===== src/rtl/core_inst_sequencer.sv =====
// Generates the 34-bit instruction stream that drives `core` through one convolution layer:
// per kernel position: weight fetch, PE load, gap, activation fetch, execute, PSUM drain.
module core_inst_sequencer #(
    parameter int row     = 8,
    parameter int col     = 8,
    parameter int len_kij = 9,
    parameter int len_nij = 36,
    parameter int gap     = 16
) (
    input  logic        clk,
    input  logic        reset,
    input  logic        start,
    input  logic [10:0] w_base,
    input  logic [10:0] a_base,
    input  logic [10:0] p_base,
    input  logic        valid,
    output logic [33:0] inst,
    output logic        busy,
    output logic        done
);

    localparam logic [33:0] IDLE_WORD = 34'h1_800C_0000;
    localparam int TW = 16;
    localparam int KW = (len_kij > 1) ? $clog2(len_kij) : 1;

    if (row < 1 || col < 1 || len_kij < 1 || len_nij < 1 || gap < 0) begin : g_param_check
        $error("core_inst_sequencer: invalid geometry parameters");
    end

    typedef enum logic [2:0] {
        S_IDLE,
        S_WLD,
        S_WPE,
        S_WGAP,
        S_ALD,
        S_EXE,
        S_DRAIN,
        S_DONE
    } state_t;

    state_t         state, state_n;
    logic [TW-1:0]  t, t_n;
    logic [KW-1:0]  kij, kij_n;
    logic [10:0]    w_q, a_q, p_q;
    logic [33:0]    inst_n;

    logic        acc, p_cen, p_wen, x_cen, x_wen;
    logic [10:0] p_addr, x_addr;
    logic        ofifo_rd, l0_rd, l0_wr, execute, load;

    always_ff @(posedge clk) begin
        if (reset) begin
            state <= S_IDLE;
            t     <= '0;
            kij   <= '0;
            w_q   <= '0;
            a_q   <= '0;
            p_q   <= '0;
            inst  <= IDLE_WORD;
            busy  <= 1'b0;
            done  <= 1'b0;
        end else begin
            state <= state_n;
            t     <= t_n;
            kij   <= kij_n;
            inst  <= inst_n;
            // Outputs are registered views of the state being left on this edge
            busy  <= (state != S_IDLE);
            done  <= (state == S_DONE);
            if (state == S_IDLE && start) begin
                w_q <= w_base;
                a_q <= a_base;
                p_q <= p_base;
            end
        end
    end

    always_comb begin
        state_n  = state;
        t_n      = t + 1'b1;
        kij_n    = kij;
        acc      = 1'b0;
        p_cen    = 1'b1;
        p_wen    = 1'b1;
        p_addr   = '0;
        x_cen    = 1'b1;
        x_wen    = 1'b1;
        x_addr   = '0;
        ofifo_rd = 1'b0;
        l0_rd    = 1'b0;
        l0_wr    = 1'b0;
        execute  = 1'b0;
        load     = 1'b0;

        unique case (state)
            S_IDLE: begin
                t_n   = '0;
                kij_n = '0;
                if (start) state_n = S_WLD;
            end
            S_WLD: begin
                // l0_wr trails the SRAM read by one cycle to cover its read latency
                if (t < TW'(col)) begin
                    x_cen  = 1'b0;
                    x_addr = w_q + 11'(kij * col) + t[10:0];
                end
                l0_wr = (t != '0);
                if (t == TW'(col)) begin
                    state_n = S_WPE;
                    t_n     = '0;
                end
            end
            S_WPE: begin
                l0_rd = 1'b1;
                load  = 1'b1;
                if (t == TW'(col - 1)) begin
                    state_n = (gap == 0) ? S_ALD : S_WGAP;
                    t_n     = '0;
                end
            end
            S_WGAP: begin
                if (t == TW'(gap - 1)) begin
                    state_n = S_ALD;
                    t_n     = '0;
                end
            end
            S_ALD: begin
                if (t < TW'(len_nij)) begin
                    x_cen  = 1'b0;
                    x_addr = a_q + t[10:0];
                end
                l0_wr = (t != '0);
                if (t == TW'(len_nij)) begin
                    state_n = S_EXE;
                    t_n     = '0;
                end
            end
            S_EXE: begin
                l0_rd   = 1'b1;
                execute = 1'b1;
                if (t == TW'(len_nij - 1)) begin
                    state_n = S_DRAIN;
                    t_n     = '0;
                end
            end
            S_DRAIN: begin
                t_n = t;
                if (valid && t < TW'(len_nij)) begin
                    ofifo_rd = 1'b1;
                    p_cen    = 1'b0;
                    p_wen    = 1'b0;
                    p_addr   = p_q + 11'(kij * len_nij) + t[10:0];
                    acc      = (kij != '0);
                    t_n      = t + 1'b1;
                    // Leave on the edge carrying the last write so DONE follows it directly
                    if (t == TW'(len_nij - 1)) begin
                        t_n = '0;
                        if (kij == KW'(len_kij - 1)) begin
                            state_n = S_DONE;
                        end else begin
                            kij_n   = kij + 1'b1;
                            state_n = S_WLD;
                        end
                    end
                end
            end
            S_DONE: begin
                t_n     = '0;
                state_n = S_IDLE;
            end
            default: begin
                t_n     = '0;
                state_n = S_IDLE;
            end
        endcase

        inst_n = {acc, p_cen, p_wen, p_addr, x_cen, x_wen, x_addr,
                  ofifo_rd, 2'b00, l0_rd, l0_wr, execute, load};
    end

endmodule


===== config.mk =====
export PLATFORM = sky130hd
export DESIGN_NAME = core_inst_sequencer
export DESIGN_NICKNAME = d
export VERILOG_FILES = /design/src/rtl/core_inst_sequencer.sv
export SDC_FILE = /design/constraint.sdc
export NUM_CORES = 1
export LEC_CHECK = 0
export BUFFER_PORTS_ARGS = -buffer_cell sky130_fd_sc_hd__buf_4
export CORE_MARGIN = 2
export CORE_UTILIZATION = 58
export DETAILED_ROUTE_END_ITERATION = 7
export PLACE_DENSITY = 0.77
export SYNTH_ARGS = -nofsm -noshare
export SYNTH_HDL_FRONTEND = slang
export SYNTH_SLANG_ARGS = --single-unit

===== constraint.sdc =====
create_clock -name clk -period 3.75 [get_ports clk]
set_clock_uncertainty 0.2 [all_clocks]
set_input_delay 0 -clock clk [delete_from_list [all_inputs] [get_ports clk]]
set_output_delay 0 -clock clk [all_outputs]
set_load 0.05 [all_outputs]

======== Word-level counts from Yosys, hierarchy flattened ========
Index checks and enable logic that the tools add are counted.
word-level totals
  output and inout bits ................... 36
  input port bits ......................... 37
  logic and storage cells ................. 96
  flip-flop bits (word level) ............. 91
cells by class
  equal/unequal tests ..................... 22
  $mul .................................... 1
  order comparisons ....................... 2
  add/subtract/negate cells ............... 7
  muxes and demuxes ....................... 33
  reduce and logical (&&, ||, !) cells .... 15
  bitwise logic cells ..................... 3
operators with widths
  cell                                                                            count
  16-bit one-hot mux with 7 select lines                                          1
  16-bit two-way mux                                                              6
  11-bit adder                                                                    3
  16-bit by 4-bit equality test with 1-bit output (second input constant)         2
  16-bit by 6-bit equality test with 1-bit output (second input constant)         2
  3-bit two-way mux                                                               9
  3-bit one-hot mux with 8 select lines                                           1
  11-bit two-way mux                                                              2
  11-bit one-hot mux with 2 select lines                                          1
  2-bit != test (second input constant)                                           9
  16-bit by 1-bit adder with 16-bit output (second input constant)                1
  16-bit by 3-bit equality test with 1-bit output (second input constant)         1
  16-bit by 4-bit less-than comparator with 1-bit output (second input constant)  1
  16-bit by 6-bit less-than comparator with 1-bit output (second input constant)  1
  16-bit nonzero test                                                             1
  3-bit equality test (second input constant)                                     4
  4-bit two-way mux                                                               3
  11-bit by 10-bit adder with 11-bit output                                       1
  11-bit by 7-bit adder with 11-bit output                                        1
  2-bit OR reduction                                                              5
  4-bit by 4-bit multiplier with 8-bit output (second input constant)             1
  1-bit two-way mux                                                               8
  4-bit one-hot mux with 2 select lines                                           1
  8-bit AND reduction                                                             1
  13 further kinds                                                                17

======== Depth between registers and ports, before layout ========
  depth in word-level cells ............... 5
  mapped depth ............................ 11

======== Worst setup path before layout ========
No wires, ideal clock.
  path kind ............................... register to register
  start ................................... register kij[0]
  end ..................................... register inst[30]
  data arrival time ....................... 2518 ps
  clock period less this slack ............ 2845 ps
  data required time ...................... 3423 ps
  stages on the path, launching flop included .. 10
  slack ................................... 905 ps
  setup time .............................. 127 ps
  path buffers ............................ 0
  cells stage by stage .................... dfxtp_1 ha_1 ha_1 fa_1 ha_1 o21a_1 a2111o_1 a31oi_1 xnor2_1 nor2_1
between the ends
  longest elaborated chain between the ends .. 3
ends and longest elaborated chain
  item                                         RTL line  text
  from (decl)                                  43        logic [KW-1:0] kij, kij_n;
  from (signal assigned)                       65        kij <= kij_n;
  4-bit by 4-bit multiplier with 8-bit output  152       p_addr = p_q + 11'(kij * len_nij) + t[10:0];
  11-bit by 10-bit adder with 11-bit output    152
  11-bit adder                                 152
  to (signal assigned)                         66        inst <= inst_n;
  to (decl)                                    17        output logic [33:0] inst,
Every way passes these cells.
A chain may end at the register's enable or synchronous reset.

======== Final worst setup path ========
Same ends and word-level chain as after synthesis.

==> results.md <==
- The data arrival at the endpoint of the critical path is between 3000 and 4000 ps.
- The total via count in the routed design is between 4000 and 5000.
- The number of max-cap violations is 0.
- The portion of synthesized cell area occupied by the leading cell type is 0.352.
- The setup slack of the most critical reg-to-reg path is 640 ps.
- The pre-antenna-repair detailed-routing pass consisted of 5 iterations.
- The number of hold violations in the final report is 0.
- The global-route usage over all layers is 0.292.
- The die width is 97.0 um.
- The number of synthesis warnings is 0.
- Hold is met by 18.0 ps.
- The buffer levels on the longest clock path is 2.
- The placed instance count is roughly 720.
- The total of buffers placed on input and output ports is 69.
- Measured along the y axis, the die boundary spans ~97 um.
- The area of all placed cells without fillers is between 0.006 and 0.007 mm2.
- The total power after layout is between 2 and 3 mW.
- The number of antenna violations at the first check in global routing is 0.
- The number of antenna diodes is 0.
- For this run, the top clock speed supported by timing is approximately 320 MHz.
- In the synthesized netlist the async set-or-reset flop fraction comes to 0.
- The final worst-path setup slack is between 600 and 700 ps.
- The type of origin of the critical path is a flip-flop.
- TritonCTS built the clock tree.
- The path class of the tightest hold or removal check is primary input to flip-flop.
- The routability congestion estimate from global placement is 0.874.
- The wire length of the first global-routing pass is approximately 22 mm.
- Measured in cells, the most critical reg-to-reg path has a length of 11.
- The area of the core is 0.00830 mm2.
- The kind of capture point of the worst setup path is a flip-flop.
- The power density over the cells is between 400 and 500 mW/mm2.
- The post-detailed-placement half-perimeter wirelength is roughly 8.7 mm.
- The routed design has about 13 mm of wire.
- Along the worst path, the maximum fanout reaches 8.
- The final-layout setup total negative slack is 0 ps.
- The mean cell area of the mapped netlist is 8.81 um2.
- Dividing the detail-routed wire length by the instance count gives about 17 um.
- Yosys attributes the largest share of cell area to dfxtp_1, ha_1, nand2_1.
- In this run the remaining antenna-violating nets after routing total 0.
- The number of cells upsized or downsized after cts is 0.
- The number of clock sinks seen by CTS is between 80 and 90.
- The number of placement rows is 33.
- The start-to-end type of the worst setup path is flip-flop to flip-flop.
- In this run the tightest slew margin relative to its limit is 0.181.
- Leaving out fill and tap cells, the most frequent cell in the layout is dfxtp_1.
- The number of DRC violations after detailed routing is 0.
- The shortest period the worst path allows is 3110 ps.
- The worst-skew pair later-pin latency is between 300 and 400 ps.
- After synthesis the cells add up to ~0.005 mm2.
- Setup repair after global routing left no endpoint under its margin.
- The longest individual stage delay on the worst path is between 500 and 600 ps.
- The number of H-tree levels is 3.
- For this design, the CTS-stage hold fixing added just under 70 buffers.
- The number of non-filler instances in the completed layout is roughly 800.
- The clock root buffer is clkbuf_8.
- Entering global routing, the biggest net connects between 50 and 60 pins.
- The die covers 0.00940 mm2.
- The total grt overflow is 0.
- Traced cell by cell, the critical path runs through ha_1 > ha_1 > ha_1 > xor2_1 > fa_1 > ha_1 > o21ai_0 > nand2b_1 > a31oi_1 > xnor2_1 > nor2_1.
- The portion of the post-synthesis area used by sequential elements is 0.352.
- Dividing the final minimum period by the clock period gives 0.829.
- The count of final max-slew check failures was 0.
- The placed standard-cell area is approximately 0.0055 mm2.
- The net count of the finished layout is about 800.
- Synthesis inferred 88 register bits.
- Measured on the finished design, the core utilization comes to 0.775.
- Setup violations remaining at the end of the flow were counted as 0.
- The clock slew at the register clock pins of the worst setup and hold paths is ~100 ps.
- Dividing the detail-routed via count by the number of cells gives between 5 and 6.
- The library cell contributing the largest single delay on the critical path is dfxtp_1.
- The worst ir drop on vdd is around 0.00025 V.
- The cell type with the highest aggregate area in the netlist is dfxtp_1.
- The run finished with clean final reports.
- The leakage component of the power is around 3 nW.
- The via count of the first global-routing pass is roughly 4600.
- The transition time of the tightest slew-check pin is approximately 1200 ps.
- The buffers inserted during post-CTS setup optimization is 0.
- After the first detailed-routing iteration, the DRC count stood at 190.
- The initial core utilization is 0.604.
- The data required time at the worst endpoint is between 3000 and 4000 ps.
- The filler cells instantiated in the layout total between 500 and 600.
- At the placement stage, the worst setup path has a slack of between 600 and 700 ps.
- Counting stages on the worst path, the most repeated cell is ha_1.
- The layout overhead on the synthesized area is 28.4%.
- The library cells used most frequently in the layout, excluding fill and tap cells, are dfxtp_1, nand2_1, buf_4.
- The number of different library cells used by synthesis comes to 58.
- Along the worst hold path, the cell count comes to 5.
- Synthesis produced a netlist whose cell count is around 570.
- The number of enable-type register cells in the synthesized netlist is 0.
- The most frequently used flop master after synthesis is dfxtp_1.
- The I/O pin count is between 70 and 80.
- The share of final-layout standard cells stronger than drive strength 1 is 0.142.
- The total clock buffers created by CTS is 9.
==> sequential cells by signal, summed over array words and instances, names as in the netlist <==
register	cells
a_q	11
busy	1
done	1
inst	30
kij	4
p_q	11
state	3
t	16
w_q	11
==> power by group <==
part           internal (mW)  switching (mW)
clock network          0.327           0.364
registers               1.04           0.104
logic                  0.411           0.567
total                   1.78            1.04
==> metal layers <==
metal  track usage  part of all wire  vias up  wire [um]
met3        0.0499             0.058       42        782
met4         0.146             0.042        0        570
met2         0.495              0.49      173       6590
met5             0                 0        -          0
li1              -                 -     2204          -
met1         0.359              0.41     2156       5550
==> Yosys cell counts, types with 3 or more instances <==
cell type	number
a211oi_1	8
a21o_1	11
a21oi_1	52
a22oi_1	3
a31oi_1	4
and2_1	4
and3_1	6
and4_1	4
buf_2	3
buf_4	4
buf_6	3
clkbuf_1	18
dfxtp_1	88
fa_1	15
ha_1	43
inv_1	19
nand2_1	84
nand2b_1	6
nand3_1	7
nand3b_1	4
nor2_1	55
nor2b_1	3
nor3_1	11
nor3b_1	5
o21a_1	3
o21ai_0	15
o22ai_1	7
or3_1	5
xnor2_1	25
xor2_1	17
==> worst paths after layout <==
check / end / startpoint
worst max-delay path: inst[30]$_SDFF_PP0_ / kij[0]$_SDFFE_PP0P_
worst max register to register: inst[30]$_SDFF_PP0_ / kij[0]$_SDFFE_PP0P_
worst min-delay path: t[0]$_SDFFE_PP0P_ / valid
worst min register to register: t[15]$_SDFFE_PP0P_ / t[15]$_SDFFE_PP0P_
==> area by class of cell <==
cell class / instances / area [um2] / share of cell area
Multi-Input combinational cell: 435 / 3040 / 0.472
Sequential cell: 88 / 1760 / 0.274
Timing Repair Buffer: 141 / 1230 / 0.191
Clock buffer: 10 / 138 / 0.0214
Tap cell: 105 / 131 / 0.0204
Inverter: 19 / 71.3 / 0.0111
Clock inverter: 6 / 66.3 / 0.0103
==> critical path, delay by kind of cell (launching register included) <==
kind / cells / cell delay (ps)
compound gates: 2 / 350
xor+xnor: 2 / 380
fa+ha+maj: 5 / 1350
flops: 1 / 540
simple gates: 2 / 170
==> logic make-up (layout without fill, tap and decap cells) <==
group	count (synthesis)	after routing	share of synthesized area
compound gates	119	119	0.148
xor+xnor	42	42	0.0734
fa+ha+maj	58	58	0.167
buf+inv	47	176	0.0434
flops	88	88	0.352
mux	1	1	0.00200
other cells	2	3	0.00150
simple gates	212	212	0.213
Note: power is estimated with default switching activity, not from simulation.
